**src/rtl/ninjakun_shram.sv**
```systemverilog
// Shared-RAM arbiter for the dual-CPU board: two CPU buses share one
// single-port synchronous RAM. Each access takes three states
// (grant/ACC/CAP). The CPU that was not served last wins a tie, and the
// per-CPU WAIT stays high until that CPU's access has completed.

// Per-CPU front end. It holds the done flag (one access per strobe),
// derives the request and WAIT, and keeps the registered read data.
module ninjakun_shram_port #(
    parameter int DW = 8
) (
    input  logic          clk,
    input  logic          rst,
    input  logic          cs,
    input  logic          rd,
    input  logic          wr,
    input  logic          fin_ok,   // access accepted for this CPU this cycle
    input  logic          fin_rd,   // accepted access was a read
    input  logic [DW-1:0] ram_di,
    output logic          act,
    output logic          req,
    output logic [DW-1:0] di
);
    logic done;

    assign act = cs & (rd | wr);
    assign req = act & ~done;

    // done latches on completion and is released once the CPU lets go of the strobe/select
    always_ff @(posedge clk or posedge rst) begin
        if (rst) begin
            done <= 1'b0;
            di   <= '0;
        end else begin
            if (!act)
                done <= 1'b0;
            else if (fin_ok)
                done <= 1'b1;
            if (fin_ok && fin_rd)
                di <= ram_di;
        end
    end
endmodule

// Top level: the arbitration FSM and the RAM-side registers.
module ninjakun_shram_arb #(
    parameter int AW = 11,
    parameter int DW = 8
) (
    input  logic          MCLK,
    input  logic          RESET,
    input  logic          CS_SH0,
    input  logic          CS_SH1,
    input  logic [AW-1:0] CP0AD,
    input  logic [AW-1:0] CP1AD,
    input  logic          CP0RD,
    input  logic          CP1RD,
    input  logic          CP0WR,
    input  logic          CP1WR,
    input  logic [DW-1:0] CP0DO,
    input  logic [DW-1:0] CP1DO,
    output logic [DW-1:0] CP0DI,
    output logic [DW-1:0] CP1DI,
    output logic          CP0WAIT,
    output logic          CP1WAIT,
    output logic [AW-1:0] RAM_AD,
    output logic [DW-1:0] RAM_DO,
    output logic          RAM_WE,
    input  logic [DW-1:0] RAM_DI
);
    typedef enum logic [2:0] {
        IDLE = 3'd0,
        ACC0 = 3'd1,
        ACC1 = 3'd2,
        CAP0 = 3'd3,
        CAP1 = 3'd4
    } state_t;

    state_t state;

    logic [1:0]          cs, rd, wr, act, req, cap_ok;
    logic [1:0][AW-1:0]  ad;
    logic [1:0][DW-1:0]  wdat, rdat;

    logic          last_gnt;   // CPU served most recently; loses the next tie
    logic          live;       // owner kept CS and strobe up for the whole access
    logic          acc_wr;     // latched access type at grant
    logic          pick;       // CPU to grant from IDLE
    logic          own;        // CPU currently owning the RAM
    logic [AW-1:0] ram_ad_q;
    logic [DW-1:0] ram_do_q;
    logic          ram_we_q;

    assign cs   = {CS_SH1, CS_SH0};
    assign rd   = {CP1RD, CP0RD};
    assign wr   = {CP1WR, CP0WR};
    assign ad   = {CP1AD, CP0AD};
    assign wdat = {CP1DO, CP0DO};

    for (genvar i = 0; i < 2; i++) begin : g_port
        ninjakun_shram_port #(.DW(DW)) u_port (
            .clk    (MCLK),
            .rst    (RESET),
            .cs     (cs[i]),
            .rd     (rd[i]),
            .wr     (wr[i]),
            .fin_ok (cap_ok[i]),
            .fin_rd (~acc_wr),
            .ram_di (RAM_DI),
            .act    (act[i]),
            .req    (req[i]),
            .di     (rdat[i])
        );
    end

    // Tie goes to the CPU not served last; otherwise the lone requester.
    // Also decode which CPU owns the RAM from the current state.
    always_comb begin
        pick = (&req) ? ~last_gnt : req[1];
        own  = (state == ACC1) || (state == CAP1);
    end

    // A completion counts only if the owner still holds CS and the strobe
    assign cap_ok[0] = (state == CAP0) & live & act[0];
    assign cap_ok[1] = (state == CAP1) & live & act[1];

    // Arbitration FSM. The RAM address, data and write enable are registered
    // at grant, so WE is high only during ACC.
    always_ff @(posedge MCLK or posedge RESET) begin
        if (RESET) begin
            state    <= IDLE;
            last_gnt <= 1'b1;
            live     <= 1'b0;
            acc_wr   <= 1'b0;
            ram_ad_q <= '0;
            ram_do_q <= '0;
            ram_we_q <= 1'b0;
        end else begin
            ram_we_q <= 1'b0;
            case (state)
                IDLE: begin
                    if (|req) begin
                        ram_ad_q <= ad[pick];
                        ram_do_q <= wdat[pick];
                        ram_we_q <= wr[pick];    // RD+WR together is a write
                        acc_wr   <= wr[pick];
                        live     <= 1'b1;
                        state    <= pick ? ACC1 : ACC0;
                    end
                end
                ACC0: begin
                    live  <= live & act[0];
                    state <= CAP0;
                end
                ACC1: begin
                    live  <= live & act[1];
                    state <= CAP1;
                end
                CAP0, CAP1: begin
                    last_gnt <= own;
                    live     <= 1'b0;
                    state    <= IDLE;
                end
                default: state <= IDLE;
            endcase
        end
    end

    assign RAM_AD  = ram_ad_q;
    assign RAM_DO  = ram_do_q;
    assign RAM_WE  = ram_we_q;
    assign CP0DI   = rdat[0];
    assign CP1DI   = rdat[1];
    assign CP0WAIT = req[0];
    assign CP1WAIT = req[1];
endmodule

```
**config.mk**
```make
export PLATFORM = sky130hd
export DESIGN_NAME = ninjakun_shram_arb
export DESIGN_NICKNAME = d
export VERILOG_FILES = /design/src/rtl/ninjakun_shram.sv
export SDC_FILE = /design/constraint.sdc
export NUM_CORES = 1
export LEC_CHECK = 0
export CAP_MARGIN = 20
export CORE_ASPECT_RATIO = 0.6
export CORE_MARGIN = 5
export CORE_UTILIZATION = 42
export CTS_BUF_LIST = sky130_fd_sc_hd__clkbuf_16
export DETAILED_ROUTE_END_ITERATION = 8
export PLACE_DENSITY = 0.78
export SLEW_MARGIN = 40
export SYNTH_ARGS = -nofsm -noshare
export SYNTH_HDL_FRONTEND = slang
export SYNTH_SLANG_ARGS = --single-unit
```
**constraint.sdc**
```tcl
create_clock -name MCLK -period 2.2 [get_ports MCLK]
set_input_delay 0.33 -clock MCLK [delete_from_list [all_inputs] [get_ports MCLK]]
set_output_delay 0.33 -clock MCLK [all_outputs]
set_load 0.03 [all_outputs]
```
==> results of run 1 <==
final timing paths:
kind | to | start | cells after the start | slack (ns)
max reg2reg | RAM_AD[0] | g_port[0].u_port.done | 5 | 0.36
min reg2reg | g_port[0].u_port.done | g_port[0].u_port.done | 2 | 0.50
max | RAM_AD[0] | CP0RD | 6 | 0.14
max in group asynchronous | g_port[0].u_port.di[3] | RESET | 3 | 1.34
min in group MCLK | g_port[0].u_port.done | g_port[0].u_port.done | 2 | 0.50
min | RAM_AD[1] | RESET | 2 | 0.35
kinds of logic (layout without fill, tap and decap cells):
group | count (synthesis) | count (layout) | synth area share, %
AO/OA/AOI/OAI | 17 | 17 | 6.46
buffers and inverters | 10 | 115 | 3.35
multiplexers | 54 | 54 | 29.6
flip-flops | 44 | 44 | 53.7
AND/OR/NAND/NOR | 23 | 23 | 6.94
flip-flops by register name, indices dropped and copies added (netlist names), 2 cells and up:
register,count
g_port.u_port.di,16
RAM_AD,11
RAM_DO,8
state,3
g_port.u_port.done,2
cells in the mapped netlist, drive strengths merged:
master,number,area [um^2]
a211o,1,8.76
a21o,1,7.51
a21oi,5,25.0
a311oi,2,23.8
and2,2,15.0
and2b,1,8.76
and3b,1,8.76
buf,5,50.0
clkbuf,1,3.75
dfrtp,43,1080
dfstp,1,26.3
inv,4,15.0
mux2,54,608
nand2,3,11.3
nand3,1,5.00
nor2,7,26.3
nor3,5,47.5
nor3b,1,7.51
o2111ai,1,8.76
o21a,1,7.51
o21ai,4,31.3
o221a,1,11.3
o221ai,1,8.76
or2,1,6.26
or3,1,6.26
routing by layer:
layer	vias to the layer above	wire (um)	track usage [%]
li1	743	-	-
met1	796	2390	23.4
met2	31	2780	29.7
met3	9	157	2.83
met4	0	81	5.55
met5	-	0	0
power by group through the flow:
stage	registers (mW)	clock network, mW	logic (mW)
after floorplan	2.01	0	0.724
after global placement	1.43	0	2.22
after detailed placement	1.45	0	2.24
after CTS	1.45	0.948	2.26
after global routing	1.50	0.985	2.36
final	1.44	0.923	2.23
area by class of cell:
class	count	area, um^2	share of cell area, %
Clock inverter	2	60.1	1.81
Sequential cell	44	1100	33.2
Multi-Input combinational cell	94	895	27.0
Tap cell	63	78.8	2.38
Timing Repair Buffer	104	1040	31.4
Clock buffer	5	125	3.77
Inverter	4	16.3	0.490
==> results.yml, run 1 <==
yosys:
  synthCells: 148
  yosys_warnings: 0
  ys_ff_latch: 44
  synth.yosys.seq_area_share_pct: 53.7
  ys_types: 31
  syn-num-nets: 202
  postSynthAreaPerCell_um2: 13.9
  syn_area_mm2: 0.00205
worst_setup_path:
  crit_path_cell_trace: "clkdlybuf4s50_1, or2_1, a311oi_4, buf_12, mux2_1, mux2_2"
  cp-end-kind: "register"
  max_stage_delay_ns: 0.42
  cp.arrival_ns: 2.22
  worstPathRequired_ns: 2.36
  cp_slowest_cell: "clkdlybuf4s50_1"
  crit_fanout: 20
  critPathKind: "input port to register"
  cp_top_family: "buffers and inverters"
  start_kind: "input port"
  cp_num_buf_inv: 2
floorplan:
  start_util_pct: 44.1
  ios: 92
  die_area_mm2: 0.00644
  die_y_um: 64.2
  die_w_um: 100
  core_mm2: 0.00466
  fp-row-count: 19
sta:
  tns_ns: 0
  rsz0062_at_grt: "false"
  post-route-min-period_ns: 2.06
  fmax_mhz: 485
  slew_headroom_pct: 62.8
  post-route-period-util_pct: 93.7
  worst_pin_slew_ns: 0.552
  slew_violations: 0
  fin_worst_skew_ns: 0.00318
  hold_ws_ns: 0.348
  layout_setup_ws_ns: 0.139
  finalSetupViolations: 0
  hold_violations: 0
power:
  power_mw: 4.60
  ir_worst_vdd_uv: 711
  p_int_mw: 2.93
  power.leakage_nw: 1.39
  swShare_pct: 36.3
  clock_power_share_pct: 20.1
  p_per_area_mw_per_mm2: 1390
  seqPwrFrac_pct: 31.4
  p_switching_mw: 1.67
  power_frac_comb_pct: 48.6
grt:
  grt_pass1_vias: 1814
  grt_max_degree: 24
  grt_pass1_wl_um: 9020
  grt_use_total_pct: 17.6
  grt_overflow: 0
  antenna_found_initial: 0
run_status:
  status: "completed"
flow_run:
  maxCapViolations: 0
placement:
  placed_cells: 309
  gp_congestion: 0.848
  post-dp-hpwl_um: 4230
  port_buffers: 91
  place_ws_ns: -0.142
  placed_area_mm2: 0.00313
clock_network:
  cts_resized: 0
  cts_tree: "yes"
  clock-sinks: 44
  path_clk_slew_ns: 0.06
  post_cts_buffers: 0
  root_buffer: "clkbuf_16"
  cts_buffers: 5
  cts.path.max_buffers: 2
  h-tree-depth: 2
  hold_buffers: 0
  insertion_delay_ns: 0.28
drt:
  drc: 0
  routed_wl_um: 5410
  wire_per_inst_um: 17.1
  antenna_left: 0
  drt_iter0_markers: 43
  first_pass_iters: 4
  vias: 1579
  drt-vias-per-instance: 5.00
layout:
  antenna_cells: 0
  design_area_mm2: 0.00332
  drive_gt1_share_pct: 26.1
  final_util_pct: 71.2
  nets: 307
  num-fill-cells: 355
  mostFrequentLayoutCells: "clkdlybuf4s50_1, dfrtp_1, mux2_2"
  final_common_cell: "clkdlybuf4s50_1"
  syn2layout_area_growth_pct: 61.5
  finalNonFillerCells: 316
worst_hold_path:
  hp-class: "input port to async pin"
Note: power is estimated with default switching activity, not from simulation.
==> run 2: changes to the inputs <==
Settings changed: SKIP_CTS_REPAIR_TIMING set to 1.
==> results of run 2 <==
Same layout as run 1: the final DEF is identical, and so are final timing and power.
